<file path="config.mk">
export PLATFORM = sky130hd
export DESIGN_NAME = matched_pixel_writer
export DESIGN_NICKNAME = d
export VERILOG_FILES = /design/src/rtl/matched_pixel_writer.sv
export SDC_FILE = /design/constraint.sdc
export NUM_CORES = 1
export LEC_CHECK = 0
export CAP_MARGIN = 0
export CELL_PAD_IN_SITES_DETAIL_PLACEMENT = 1
export CELL_PAD_IN_SITES_GLOBAL_PLACEMENT = 1
export CORE_MARGIN = 5
export CORE_UTILIZATION = 45
export CTS_CLUSTER_SIZE = 12
export DETAILED_ROUTE_END_ITERATION = 6
export DONT_BUFFER_PORTS = 1
export GPL_ROUTABILITY_DRIVEN = 1
export PLACE_DENSITY_LB_ADDON = 0.05
export SETUP_SLACK_MARGIN = 0.05
export SLEW_MARGIN = 20
export SYNTH_ARGS = -nofsm -noshare
export SYNTH_HDL_FRONTEND = slang
export SYNTH_SLANG_ARGS = --single-unit
</file>
<file path="constraint.sdc">
create_clock -name dram_clk -period 4.9 [get_ports dram_clk]
set_clock_uncertainty 0.05 [all_clocks]
set_input_delay 0.735 -clock dram_clk [delete_from_list [all_inputs] [get_ports dram_clk]]
set_output_delay 0.735 -clock dram_clk [all_outputs]
set_load 0.01 [all_outputs]
</file>
<file path="src/rtl/matched_pixel_writer.sv">
// Packs 12-bit matcher pixels into DRAM application words and issues sequential
// single-word MIG writes with a wrapping address; supports end-of-frame flush.
//
// state       | meaning
// ------------+-----------------------------------------------------------
// S_FILL      | round-robin draining of matcher ports into the slot buffer
// S_WRITE     | command and write data presented to the MIG until accepted
// S_FLUSH_ACK | one-cycle flush_done pulse, flush latch cleared
module matched_pixel_writer #(
  parameter int                    N_MATCHER      = 4,
  parameter int                    ADDR_WIDTH     = 27,
  parameter int                    APP_DATA_WIDTH = 256,
  parameter logic [ADDR_WIDTH-1:0] START_ADDR     = 27'h000_0000,
  parameter logic [ADDR_WIDTH-1:0] END_ADDR       = 27'h3ff_fff8,
  parameter int                    ADDR_INC       = 8
) (
  input  logic                        dram_clk,
  input  logic                        reset_n,
  input  logic [N_MATCHER-1:0]        pixel_pending,
  input  logic [12*N_MATCHER-1:0]     pixel,
  output logic [N_MATCHER-1:0]        pixel_ack,
  input  logic                        flush,
  output logic                        flush_done,
  input  logic                        app_rdy,
  output logic                        app_en,
  output logic [2:0]                  app_cmd,
  output logic [ADDR_WIDTH-1:0]       app_addr,
  input  logic                        app_wdf_rdy,
  output logic                        app_wdf_wren,
  output logic [APP_DATA_WIDTH-1:0]   app_wdf_data,
  output logic [31:0]                 words_written,
  output logic                        wrapped
);

  localparam int SLOTS = APP_DATA_WIDTH / 16;
  localparam int CNT_W = $clog2(SLOTS + 1);
  localparam int RR_W  = (N_MATCHER > 1) ? $clog2(N_MATCHER) : 1;

  typedef enum logic [1:0] {
    S_FILL,
    S_WRITE,
    S_FLUSH_ACK
  } state_t;

  state_t                    state;
  state_t                    state_nxt;
  logic [CNT_W-1:0]          count;
  logic [CNT_W-1:0]          count_nxt;
  logic [RR_W-1:0]           rr;
  logic [RR_W-1:0]           rr_nxt;
  logic [RR_W-1:0]           grant;
  logic                      grant_valid;
  logic                      take;
  logic [APP_DATA_WIDTH-1:0] slots;
  logic [APP_DATA_WIDTH-1:0] slots_nxt;
  logic                      flush_lat;
  logic                      flush_active;
  logic                      flush_write;
  logic                      word_ready;
  logic                      wr_done;

  assign app_cmd = 3'b000;

  // First pending port at or after the round-robin pointer.
  always_comb begin
    grant_valid = 1'b0;
    grant       = '0;
    for (int k = 0; k < N_MATCHER; k++) begin
      if (!grant_valid && pixel_pending[(int'(rr) + k) % N_MATCHER]) begin
        grant_valid = 1'b1;
        grant       = RR_W'((int'(rr) + k) % N_MATCHER);
      end
    end
  end

  assign take      = (state == S_FILL) && (count < CNT_W'(SLOTS)) && grant_valid;
  assign pixel_ack = take ? (N_MATCHER'(1) << grant) : '0;
  assign rr_nxt    = (grant == RR_W'(N_MATCHER - 1)) ? '0 : grant + RR_W'(1);
  assign count_nxt = count + CNT_W'(take);

  always_comb begin
    slots_nxt = slots;
    if (take) begin
      slots_nxt[16*int'(count) +: 16] = {4'h0, pixel[12*int'(grant) +: 12]};
    end
  end

  // The grant of this cycle counts toward the word, so a flush coinciding
  // with a grant carries that pixel out in the flushed word.
  assign flush_active = flush | flush_lat;
  assign word_ready   = (count_nxt == CNT_W'(SLOTS)) ||
                        (flush_active && (count_nxt != '0));
  assign wr_done      = (state == S_WRITE) &&
                        (!app_en || app_rdy) && (!app_wdf_wren || app_wdf_rdy);

  always_comb begin
    state_nxt = state;
    case (state)
      S_FILL: begin
        if (word_ready) begin
          state_nxt = S_WRITE;
        end else if (flush_active) begin
          state_nxt = S_FLUSH_ACK;
        end
      end
      S_WRITE: begin
        if (wr_done) begin
          state_nxt = flush_write ? S_FLUSH_ACK : S_FILL;
        end
      end
      S_FLUSH_ACK: state_nxt = S_FILL;
      default:     state_nxt = S_FILL;
    endcase
  end

  always_ff @(posedge dram_clk or negedge reset_n) begin
    if (!reset_n) begin
      state <= S_FILL;
    end else begin
      state <= state_nxt;
    end
  end

  always_ff @(posedge dram_clk or negedge reset_n) begin
    if (!reset_n) begin
      count         <= '0;
      rr            <= '0;
      slots         <= '0;
      flush_lat     <= 1'b0;
      flush_write   <= 1'b0;
      flush_done    <= 1'b0;
      app_en        <= 1'b0;
      app_wdf_wren  <= 1'b0;
      app_wdf_data  <= '0;
      app_addr      <= START_ADDR;
      words_written <= '0;
      wrapped       <= 1'b0;
    end else begin
      flush_done <= (state_nxt == S_FLUSH_ACK);

      // A new flush request wins over the clear in S_FLUSH_ACK so it is not lost.
      if (flush) begin
        flush_lat <= 1'b1;
      end else if (state == S_FLUSH_ACK) begin
        flush_lat <= 1'b0;
      end

      case (state)
        S_FILL: begin
          slots <= slots_nxt;
          count <= count_nxt;
          if (take) begin
            rr <= rr_nxt;
          end
          if (word_ready) begin
            app_en       <= 1'b1;
            app_wdf_wren <= 1'b1;
            app_wdf_data <= slots_nxt;
            flush_write  <= flush_active;
          end
        end
        S_WRITE: begin
          if (app_rdy) begin
            app_en <= 1'b0;
          end
          if (app_wdf_rdy) begin
            app_wdf_wren <= 1'b0;
          end
          if (wr_done) begin
            words_written <= words_written + 32'd1;
            count         <= '0;
            slots         <= '0;
            if (app_addr == END_ADDR) begin
              app_addr <= START_ADDR;
              wrapped  <= 1'b1;
            end else begin
              app_addr <= app_addr + ADDR_WIDTH'(ADDR_INC);
            end
          end
        end
        default: ;
      endcase
    end
  end

endmodule

</file>
==> impl_results.md, run 1 <==
* Worst slack, placed at around 850 ps
* Largest net degree at the start of global routing at 584
* R2R Setup Slk at 890 ps
* Post-cts resize count at 0
* Hold Vio Cnt, Final at 53
* Tot Pwr at 19,460 uW
* Post-DRT Antenna Nets at 0
* Placer Congestion at 0.8424
* Power Dens Cells at 710.9 nW/um^2
* Worst Path Arrival at 3620 ps
* I/O pins at 383
* Flop pwr share at between 30% and 40%
* Total of max-cap violations at 0
* Drt first pass iters at 4
* Total Wirelength at 77,470 um
* Setup TNS at 0 ps
* Worst Path Required at 4120 ps
* WL/cell at 24.85 um
* Worst Setup SP: rr[0]$_DFFE_PN0P_
* Setup Fix Bufs, Post-CTS at 0
* DP Area at roughly 25,000 sq um
* Hold WS at -204.4 ps
* Crit start category: flip-flop
* Worst Reg-to-Reg Cells at 11
* Area Overhead vs Synth at 11.28%
* Final worst path period need at 4404 ps
* Tcrit/Tclk final at about 90%
* Mapped Cells at 2,443
* CP Capture Type: output pin
* Register area share after synthesis at 59.30%
* Remaining global-route overflow at 0
* RSZ-0062 raised after global routing: no
* Max VDD drop at 0.9306 mV
* Crit Path Category: flip-flop to output pin
* Non-filler instance count after layout at 3,117
* TritonCTS clock tree: yes
* Clock share of power at 25.0%
* HPWL after DPL at 48,100 um
* Vias in the first global route at roughly 19,000
* Post-synthesis register bit count at 583
* Pleak at ~0.013 uW
* Fin area at 27,380 sq um
* Final setup margin at 496.5 ps
* Combinational share of power at 36.0%
* Crit Reg-Reg Startpoint: state[1]$_DFF_PN0_
* Die H at 243.8 um
* Layout cells sized above 1 at 8.017%
* Number of core rows at 85
* H-tree depth at 3
* DP Cell Count at between 3,000 and 4,000
* Status: complete, but fails checks
* Tot GR Track Use at between 20 and 30%
* Vias at between 15,000 and 20,000
* Highest Clock Rate at 227.1 MHz
* Die width at 243.8 um
* Sw Share at approximately 43%
* Failing checks: hold timing, slew limit
* Vias/cell at 5.876
* Crit path capture: pixel_ack[1]
* DRC Markers at 0
* Clock input transition at the sequential cells of the worst setup and hold paths at 50 ps
* Synth async-reset ratio at 100.0%
* Final setup violation count at 0
* Synth Flop Type: dfrtp_1
* Starting DRT DRC Count at 1,255
* IO Port Bufs at 0
* Global-route wire length before repair at 119,700 um
* Ys Warns at 0
* Relative slew slack at -69.08%
* Slew @ Worst Pin at 2536 ps
* Crit-path max FO at 14
* Avg Cell Area, Syn at about 10 sq um
* Post-synth EDFFs at 0
* Clk root buf: clkbuf_16
* Initial antenna violation count at 0
* Hold Crit Class: input port to async pin
* Max-slew violations at 361
* Cell Int Power at 11,040 uW
* CTS Sinks at 583
* Unique masters post-synth at 57
* Inserted Clock Buffers at 66
* Nets at 2,445
* Effective utilization at floorplan at 45.53%
* Clock Path Buffers at 3
* Total die area at 59,450 sq um
* Reg-to-reg critical path endpoint: app_wdf_data[225]$_DFFE_PN0P_
* Total core area at 54,030 sq um
* Clock Latency Late Sink at roughly 600 ps
* Sw power at 8418 uW
* Post-synth design cell area at approximately 25,000 sq um
[logic make-up after synthesis]
logic type               share of synthesized area, %
AO/OA/AOI/OAI                                   16.95
XOR/XNOR                                        2.029
adder cells (fa/ha/maj)                        0.5086
buffers and inverters                           3.911
flip-flops                                      59.30
multiplexers                                   0.1729
other                                         0.01524
AND/OR/NAND/NOR                                 17.11
[layout make-up]
cell class,instances,area [sq um]
antenna,1,2.502
clock buffer,97,1909
tap,696,870.8
timing repair buffer,55,488.0
multi-input combinational,1663,9268
fill,5901,26650
sequential,583,14590
clock inverter,13,214.0
inverter,9,33.78
[flip-flops by register name, indices dropped and copies added, names as in the netlist]
register and flops:
flush_done 1, words_written 32, flush_write 1, app_en 1
slots 256, state 2, flush_lat 1, wrapped 1
count 5, app_wdf_wren 1, app_wdf_data 256, app_addr 24
rr 2
[power groups by stage]
stage,combinational [uW],clock [uW],sequential (uW)
floorplan,4950,0,6970
global placement,6780,0,7670
detailed placement,7050,0,7680
CTS,7080,5000,7620
global route,7790,5220,7720
finish,7000,4870,7590
[worst min-delay path by stage]
stage,slack [ps],endpoint,start
after floorplan,390,app_addr[10]$_DFFE_PN0P_,reset_n
after global placement,400,words_written[10]$_DFFE_PN0P_,reset_n
after detailed placement,410,words_written[10]$_DFFE_PN0P_,reset_n
after CTS,-230,words_written[10]$_DFFE_PN0P_,reset_n
after global routing,-240,words_written[10]$_DFFE_PN0P_,reset_n
final,-200,words_written[10]$_DFFE_PN0P_,reset_n
[Yosys cell counts, types with 2 or more instances]
master | instances | area, sq um
and4_1 | 8 | 70.07
xor2_1 | 20 | 175.2
nand2_1 | 425 | 1595
and3_1 | 10 | 62.56
a31oi_1 | 13 | 81.33
a21bo_2 | 12 | 120.1
o21ai_0 | 7 | 35.03
inv_1 | 9 | 33.78
buf_2 | 49 | 245.2
o21ai_1 | 16 | 80.08
and4b_1 | 2 | 20.02
clkbuf_1 | 110 | 412.9
a211oi_1 | 3 | 22.52
nand3_1 | 103 | 515.5
buf_6 | 12 | 135.1
dfrtp_1 | 583 | 14590
a21oi_1 | 362 | 1812
nor3b_1 | 13 | 97.59
buf_4 | 14 | 105.1
a22o_1 | 180 | 1577
o31ai_1 | 2 | 15.01
a32oi_1 | 6 | 52.55
nor2b_1 | 7 | 43.79
or2_2 | 2 | 12.51
nor2_1 | 244 | 915.9
nor4_1 | 16 | 100.1
nor2_2 | 3 | 18.77
nand4b_1 | 2 | 17.52
mux2i_1 | 2 | 20.02
a32o_1 | 3 | 30.03
xnor2_1 | 37 | 324.1
nand2b_1 | 6 | 37.54
a32oi_4 | 5 | 137.6
mux2_2 | 2 | 22.52
ha_1 | 10 | 125.1
and2_1 | 74 | 462.9
nor3_1 | 11 | 55.05
buf_1 | 8 | 30.03
nand4_1 | 20 | 125.1
a221oi_1 | 13 | 113.9
o22ai_1 | 2 | 12.51
a21oi_2 | 2 | 17.52
[worst max-delay path: stages, from the launching register on]
cell and delay, ps:
dfrtp_1 480, nor2b_1 830, a211o_1 190, buf_4 200
and2_1 500, buf_4 360, inv_1 100, ha_1 180
and2_1 190
[metrics by stage]
| stage | hold slack, ps | util (%) |
|---|---|---|
| finish | -204.4 | 50.67 |
| global route | -236.5 | 50.66 |
| CTS | -231.2 | 50.63 |
| detailed placement | 405.5 | 46.70 |
| global placement | 403.2 | 46.70 |
| floorplan | 389.4 | - |
[layout by cell type, fill, tap and decap left out, drive strengths merged, types with 3 or more instances in the layout]
cell type  instances
clkbuf            97
xnor2             37
and2              75
clkinv             8
nand2            425
nand4             20
nor3b             13
xor2              20
a32oi             12
or2                3
and4               8
nor2b              7
a211oi             3
dfrtp            583
a22o             180
nor3              12
nand3            103
a21bo             12
nor4              16
ha                10
a31oi             13
a32o               3
inv               10
o21ai             23
nor2             247
bufinv             4
a221oi            13
buf               55
conb               6
and3              10
nand2b             6
a21oi            364
[per-layer routing]
layer	up-vias	GRT usage [%]	part of all wire, %
met5	-	0	0
met1	9548	33.36	42
met2	414	40.94	48
li1	8244	-	-
met3	109	7.957	7.7
met4	0	7.484	2.7
Note: power is estimated with default switching activity, not from simulation.
==> run 2: changes to the inputs <==
--- a/config.mk
+++ b/config.mk
@@ -14,6 +14,7 @@
 export DETAILED_ROUTE_END_ITERATION = 6
 export DONT_BUFFER_PORTS = 1
 export GPL_ROUTABILITY_DRIVEN = 1
+export GPL_TIMING_DRIVEN = 0
 export PLACE_DENSITY_LB_ADDON = 0.05
 export SETUP_SLACK_MARGIN = 0.05
 export SLEW_MARGIN = 20
==> run 2 against run 1 <==
  * The run still ends with hold timing, slew limit left
  * Sequential share of layout area is 0.43 points lower
  * Utilization rose by 0.41 points
  * Total power rose by 4.2%
  * Fmax is 1.9% lower
  * Critical endpoint is now app_wdf_data[69]$_DFFE_PN0P_
  * Sequential power decreased by 0.7%
==> impl_results.md, run 2 (synthesis gave the netlist of run 1 again) <==
* Post-DRT Antenna Nets at 0 (unchanged)
* Layout cells sized above 1 at 8.395% (+0.38 points)
* Tcrit/Tclk final at 91.64% (+1.8 points)
* Initial antenna violation count at 0 (unchanged)
* Drt first pass iters at 5 (+1)
* Total die area at 59,450 sq um (unchanged)
* Total core area at 54,030 sq um (unchanged)
* I/O pins at 383 (unchanged)
* Fill count at 5,988 (+1.5%)
* Met3 Use GR at 9.656% (+1.7 points)
* Hold Crit Class: input port to async pin
* Worst Reg-to-Reg Cells at 15 (+4)
* Top cell by count, worst path: buf_2
* Most common cell after layout, fill and taps aside: dfrtp_1
* Cell Int Power at 10,980 uW (-0.57%)
* Reg-to-reg critical path endpoint: app_wdf_data[69]$_DFFE_PN0P_
* Fin area at 27,600 sq um (+0.81%)
* CP Capture Type: flip-flop
* Critical-path top delay cell: clkbuf_1
* Crit start category: flip-flop
* Total of max-cap violations at 0 (unchanged)
* RSZ-0062 raised after global routing: no
* Max VDD drop at 0.4357 mV (-53%)
* Crit Reg-Reg Startpoint: state[1]$_DFF_PN0_
* Largest net degree at the start of global routing at 584 (unchanged)
* Clock share of power at 23.7% (-1.3 points)
* Setup TNS at 0 ps (unchanged)
* Number of core rows at 85 (unchanged)
* Hold WS at -212.8 ps (-8.355 ps)
* Crit path capture: app_wdf_data[69]$_DFFE_PN0P_
* Inserted Clock Buffers at 66 (unchanged)
* Clock Latency Late Sink at 610 ps (+20 ps)
* Final setup violation count at 0 (unchanged)
* Vias/cell at 5.944 (+1.2%)
* IO Port Bufs at 0 (unchanged)
* Crit-path max FO at 10 (-4)
* Worst slack, placed at -453.1 ps (-1298 ps)
* Pleak at 0.01277 uW (+1.7%)
* Met1 usage at 37.06% (+3.7 points)
* Seq. cell area at 14,590 sq um (unchanged)
* Vias in the first global route at 20,210 (+5.8%)
* DP Area at 25,490 sq um (+1.0%)
* Hold Vio Cnt, Final at 221 (+320%)
* Total Wirelength at 87,900 um (+13%)
* Starting DRT DRC Count at 1,480 (+18%)
* Sw Share at 45.86% (+2.6 points)
* Biggest registers after layout: app_wdf_data (256), slots (256), words_written (32)
* Nets at 2,583 (+5.6%)
* Crit Path Category: flip-flop to flip-flop
* Placer Congestion at 0.8964 (+6.4%)
* DRC Markers at 0 (unchanged)
* Highest Clock Rate at 222.7 MHz (-1.9%)
* Combinational share of power at 39.2% (+3.2 points)
* Clk root buf: clkbuf_16
* CP max stage delay at 470 ps (-360 ps)
* Sw power at 9301 uW (+10%)
* WL/cell at 26.98 um (+8.6%)
* Max-slew violations at 293 (-19%)
* Effective utilization at floorplan at 45.53% (unchanged)
* Most frequent cells in the layout: 583 x dfrtp_1, 425 x nand2_1, 362 x a21oi_1
* Global-route wire length before repair at 132,200 um (+10%)
* Multi-input gate area at 9074 sq um (-2.1%)
* Remaining global-route overflow at 0 (unchanged)
* Area Overhead vs Synth at 12.18%
* Relative slew slack at -68.76% (+0.33 points)
* Tot GR Track Use at 29.00% (+3.6 points)
* Worst Path Arrival at 4950 ps (+1330 ps)
* Final worst path period need at 4490 ps (+86.88 ps)
* Failing checks: hold timing, slew limit
* Clock Path Buffers at 3 (unchanged)
* R2R Setup Slk at 410 ps (-480 ps)
* TritonCTS clock tree: yes
* Clock input transition at the sequential cells of the worst setup and hold paths at 60 ps (about the same)
* Flop pwr share at 37.2% (-1.8 points)
* GR peak layer: met2
* Final setup margin at 409.6 ps (-86.88 ps)
* Die width at 243.8 um (unchanged)
* Worst Setup SP: state[1]$_DFF_PN0_
* Slew @ Worst Pin at 2531 ps (-4.895 ps)
* Status: complete, but fails checks
* CP cell instances: or2_0 > buf_2 > nor3_4 > clkbuf_2 > ha_1 > ha_1 > nor2_1 > nand3_1 > o22ai_1 > mux2_2 > buf_2 > buf_2 > clkbuf_1 > nor2_1 > a21oi_1
* Power Dens Cells at 734.9 nW/um^2 (+3.4%)
* Vias at 19,370 (+5.7%)
* Worst Path Required at 5360 ps (+1240 ps)
* GR Util met2 at 47.61% (+6.7 points)
* H-tree depth at 3 (unchanged)
* Setup Fix Bufs, Post-CTS at 0 (unchanged)
* HPWL after DPL at 59,530 um (+24%)
* Die H at 243.8 um (unchanged)
* CTS Sinks at 583 (unchanged)
[run 2: cell types whose count changed in the layout (fill, tap and decap cells not counted), moves of 7 or more]
cell	previous run	this run
a32oi_4	12	5
clkbuf_1	18	115
buf_4	49	14
clkbuf_2	0	18
buf_2	0	50
nor2_1	236	244
buf_6	0	12
[run 2: worst min-delay path by stage]
| stage | start | endpoint | slack (ps) | depth (start not counted) |
|---|---|---|---|---|
| after global routing | reset_n | words_written[10]$_DFFE_PN0P_ | -250 | 0 |
| after global placement | reset_n | words_written[10]$_DFFE_PN0P_ | 400 | 0 |
| after detailed placement | reset_n | words_written[10]$_DFFE_PN0P_ | 400 | 0 |
| final | reset_n | words_written[4]$_DFFE_PN0P_ | -210 | 0 |
| after CTS | reset_n | app_wdf_data[168]$_DFFE_PN0P_ | -230 | 0 |
| after floorplan | reset_n | app_addr[10]$_DFFE_PN0P_ | 390 | 0 |
[run 2: worst max-delay path: cells and delay by family (launching register included)]
kind | cells | cell delay, ps
buf+inv | 5 | 1700
simple gates | 5 | 880
compound gates | 2 | 580
fa+ha+maj | 2 | 530
flops | 1 | 410
mux | 1 | 250
[run 2: repair_timing]
item / 4_1_cts / 5_1_grt
resized for setup: 3 / 34
hold endpoints to repair: 583 / 583
setup endpoints to repair: 82 / 240
[run 2: final cells by class]
type                       instances  share of cell area [%]
multi-input combinational       1663                   32.88
inverter                           9                  0.1224
tap                              696                   3.155
sequential                       583                   52.86
clock buffer                      99                   6.914
buffer                           193                   3.464
antenna                            1                0.009067
clock inverter                    14                  0.5939
[run 2: power groups by stage]
stage,clock network [uW],logic [uW],registers (uW)
after CTS,4900,7900,7560
after detailed placement,0,7810,7630
after floorplan,0,4950,6970
after global placement,0,7590,7600
after global routing,5100,8670,7660
final,4800,7940,7540
[run 2: per-stage QoR]
step,hold WS (ps),power (uW),utilization [%],instances
finish,-212.8,20280,51.08,3258
global route,-246.4,21430,51.08,3257
CTS,-230.3,20350,51.02,3257
detailed placement,404.6,15430,47.18,3144
global placement,403.9,15190,47.18,3144
floorplan,389.4,11920,-,2448
[run 2: layer usage]
layer / part of all wire, % / vias up
li1: - / 8536
met1: 41 / 10100
met2: 48 / 582
met3: 8.4 / 148
met4: 3.1 / 0
met5: 0 / -
==> run 3: changes to the inputs <==
--- a/config.mk
+++ b/config.mk
@@ -5,6 +5,7 @@
 export SDC_FILE = /design/constraint.sdc
 export NUM_CORES = 1
 export LEC_CHECK = 0
+export ABC_AREA = 1
 export CAP_MARGIN = 0
 export CELL_PAD_IN_SITES_DETAIL_PLACEMENT = 1
 export CELL_PAD_IN_SITES_GLOBAL_PLACEMENT = 1
==> run 3 against run 2 <==
  * Final area increased by 5.7%
  * First-iteration DRC count increased by 17%
  * Sequential cell count unchanged
  * Global-route usage increased by 1.0 points
  * Utilization decreased by 0.61 points
  * Fmax decreased by 1.6%
  * Setup slack got worse by 71 ps
  * The flow still finishes with violations (hold timing, slew limit)
==> impl_results.md, run 3 <==
* Status: complete, but fails checks
* Failing checks: hold timing, slew limit
* CP cell instances: nor2_1 > inv_1 > nor2_1 > nand2_4 > inv_4 > ha_1 > ha_1 > xor2_1 > inv_1 > nand4_1 > inv_1 > nand2_1 > o21ai_0 > nor2_1 > clkbuf_2 > clkbuf_1 > nand3_1 > nand2_1
* Worst slack, placed at -574.6 ps (-121.5 ps)
* Hold WS at -213.9 ps (-1.127 ps)
* Sw Share at 49.37% (+3.5 points)
* Synth cell count leaders: 1,251 x nand2_1, 583 x dfrtp_1, 249 x inv_1
* CP max stage delay at 580 ps (+110 ps)
* H-tree depth at 2 (-1)
* Slew @ Worst Pin at 2602 ps (+70.23 ps)
* I/O pins at 383 (unchanged)
* Final worst path period need at 4562 ps (+71.47 ps)
* Biggest registers after layout: app_wdf_data (256), slots (256), words_written (32)
* Met3 Use GR at 7.319% (-2.3 points)
* Worst Path Required at 5420 ps (+60 ps)
* Global-route wire length before repair at 147,100 um (+11%)
* Final setup margin at 338.1 ps (-71.47 ps)
* Total core area at 57,810 sq um (+7.0%)
* Sw power at 9105 uW (-2.1%)
* Most frequent cells in the layout: 1,251 x nand2_1, 583 x dfrtp_1, 249 x inv_1
* Most common cell after layout, fill and taps aside: nand2_1
* CTS Sinks at 583 (unchanged)
* Final setup violation count at 0 (unchanged)
* Layout cells sized above 1 at 7.563% (-0.83 points)
* Register area share after synthesis at 55.52% (-3.8 points)
* Clk root buf: clkbuf_16
* Clock share of power at 24.7% (+1.0 points)
* Drt first pass iters at 6 (+1)
* Crit Path Category: flip-flop to flip-flop
* WL/cell at 23.95 um (-11%)
* Ys Warns at 0 (unchanged)
* Initial antenna violation count at 4 (+4)
* Die H at 251.7 um (+3.2%)
* IO Port Bufs at 0 (unchanged)
* Combinational share of power at 43.1% (+3.9 points)
* Inserted Clock Buffers at 60 (-9.1%)
* Post-synth EDFFs at 0 (unchanged)
* Cell Int Power at 9337 uW (-15%)
* Mapped Cells at 3,174 (+30%)
* Total Wirelength at 96,880 um (+10%)
* Clock input transition at the sequential cells of the worst setup and hold paths at 60 ps (about the same)
* Tcrit/Tclk final at 93.10% (+1.5 points)
* Fin area at 29,180 sq um (+5.7%)
* DP Area at 27,260 sq um (+6.9%)
* Setup Fix Bufs, Post-CTS at 0 (unchanged)
* Vias in the first global route at 24,000 (+19%)
* DRC Markers at 0 (unchanged)
* Placer Congestion at 0.8862 (-1.1%)
* Unique masters post-synth at 48 (-16%)
* Setup TNS at 0 ps (unchanged)
* CP Capture Type: flip-flop
* Top cell type by total area after synthesis: dfrtp_1
* Number of core rows at 88 (+3.5%)
* Max-slew violations at 365 (+25%)
* Max VDD drop at 0.4108 mV (-5.7%)
* Final Util at 50.48% (-0.61 points)
* R2R Setup Slk at 340 ps (-70 ps)
* Dominant cells by area after synthesis: dfrtp_1 56%, nand2_1 18%, nand3_1 4.3%
* Power Dens Cells at 632.1 nW/um^2 (-14%)
* Tot GR Track Use at 30.00% (+1.0 points)
* Area Overhead vs Synth at 11.03%
* Avg Cell Area, Syn at 8.279 sq um (-18%)
* Met1 usage at 38.58% (+1.5 points)
* Remaining global-route overflow at 0 (unchanged)
* Buffers and inverters on the worst path at 6 (+1)
* RSZ-0062 raised after global routing: no
* GR Util met2 at 50.56% (+2.9 points)
* Hold Crit Class: input port to async pin
* Most common cell in the netlist: nand2_1
* Post-DRT Antenna Nets at 0 (unchanged)
* Total of max-cap violations at 0 (unchanged)
* Post-synthesis register bit count at 583 (unchanged)
* Vias at 22,530 (+16%)
* Highest Clock Rate at 219.2 MHz (-1.6%)
* Pleak at 0.01503 uW (+18%)
* Flop pwr share at 32.2% (-5.0 points)
* Die width at 251.7 um (+3.2%)
* Crit-path max FO at 10 (unchanged)
* Clock Path Buffers at 3 (unchanged)
* Starting DRT DRC Count at 1,729 (+17%)
* Vias/cell at 5.570 (-6.3%)
* Area fraction of the dominant cell type after synthesis at 55.52% (-3.8 points)
* Crit Reg-Reg Startpoint: state[1]$_DFF_PN0_
* Synth Flop Type: dfrtp_1
* Total die area at 63,330 sq um (+6.5%)
* Worst Path Arrival at 5080 ps (+130 ps)
* Effective utilization at floorplan at 45.46% (-0.074 points)
* Nets at 3,308 (+28%)
* Worst Reg-to-Reg Cells at 18 (+3)
* HPWL after DPL at 70,470 um (+18%)
* Reg-to-reg critical path endpoint: app_wdf_data[40]$_DFFE_PN0P_
* GR peak layer: met2
* Hold Vio Cnt, Final at 87 (-61%)
* Synth async-reset ratio at 100.0% (unchanged)
* Crit start category: flip-flop
* Clock Latency Late Sink at 640 ps (+30 ps)
* Relative slew slack at -73.44% (-4.7 points)
* Critical-path top delay cell: clkbuf_1
* Family with the most delay on the worst path: simple AND/OR/NAND/NOR gates
* TritonCTS clock tree: yes
* Largest net degree at the start of global routing at 584 (unchanged)
* Fill count at 6,961 (+16%)
* Post-synth design cell area at 26,280 sq um (+6.8%)
## run 3: power by group through the flow
stage	clock network, uW	registers, uW	logic (uW)
final	4560	5930	7950
after detailed placement	0	6020	7820
after floorplan	0	5790	4410
after global routing	4850	5980	8430
after global placement	0	5990	7660
after CTS	4620	5940	7860
## run 3: timing repair
item,4_1_cts,5_1_grt
resized for setup,4,11
pin swaps,0,0
endpoints found under the hold margin,583,583
endpoints found under the setup margin,32,40
## run 3: worst register-to-register path, stage by stage (launching register included)
cell	delay [ps]
dfrtp_1	400
nor2_1	410
inv_1	150
nor2_1	320
nand2_4	210
inv_4	200
ha_1	220
ha_1	200
xor2_1	150
inv_1	70
nand4_1	100
inv_1	60
nand2_1	160
o21ai_0	120
nor2_1	230
clkbuf_2	400
clkbuf_1	580
nand3_1	320
nand2_1	130
## run 3: logic make-up after synthesis
| group | Yosys count | share of synthesized area, % |
|---|---|---|
| compound gates | 318 | 7.056 |
| xor+xnor | 45 | 1.500 |
| fa+ha+maj | 10 | 0.4761 |
| buf+inv | 437 | 6.713 |
| other cells | 1 | 0.01427 |
| simple gates | 1780 | 28.72 |
| flops | 583 | 55.52 |
## run 3: layout make-up
type | count | area, sq um | share of cell area [%]
Multi-Input combinational cell | 2159 | 9945 | 34.08
Tap cell | 765 | 957.2 | 3.280
Inverter | 270 | 1021 | 3.499
Antenna cell | 1 | 2.502 | 0.008576
Buffer | 167 | 758.2 | 2.599
Clock inverter | 15 | 210.2 | 0.7204
Sequential cell | 583 | 14590 | 50.00
Clock buffer | 85 | 1695 | 5.810
## run 3: how the worst max path moves through the flow
stage / end / slack, ps / startpoint / cells after the start
2_1_floorplan: app_wdf_data[93]$_DFFE_PN0P_ / 1480 / pixel_pending[1] / 21
3_3_place_gp: app_wdf_data[92]$_DFFE_PN0P_ / -420 / pixel_pending[1] / 22
3_5_place_dp: app_wdf_data[95]$_DFFE_PN0P_ / -570 / pixel_pending[1] / 22
4_1_cts: app_wdf_data[40]$_DFFE_PN0P_ / 50 / state[1]$_DFF_PN0_ / 18
5_1_grt: app_wdf_data[64]$_DFFE_PN0P_ / 80 / rr[0]$_DFFE_PN0P_ / 24
6_report: app_wdf_data[40]$_DFFE_PN0P_ / 340 / state[1]$_DFF_PN0_ / 18
## run 3: routing by layer
| layer | part of all wire (%) | vias up | wire length (um) |
|---|---|---|---|
| met2 | 48 | 671 | 46910 |
| met5 | 0.037 | - | 36 |
| li1 | - | 10210 | - |
| met4 | 3.4 | 4 | 3260 |
| met1 | 41 | 11470 | 39740 |
| met3 | 7.2 | 176 | 6939 |
## run 3: per-stage QoR
stage	total power, uW	hold WS, ps	instances
6_report	18440	-213.9	4045
5_1_grt	19270	-234.3	4044
4_1_cts	18430	-238.9	4044
3_5_place_dp	13830	413.8	3944
3_3_place_gp	13660	403.6	3944
2_1_floorplan	10210	389.4	3179
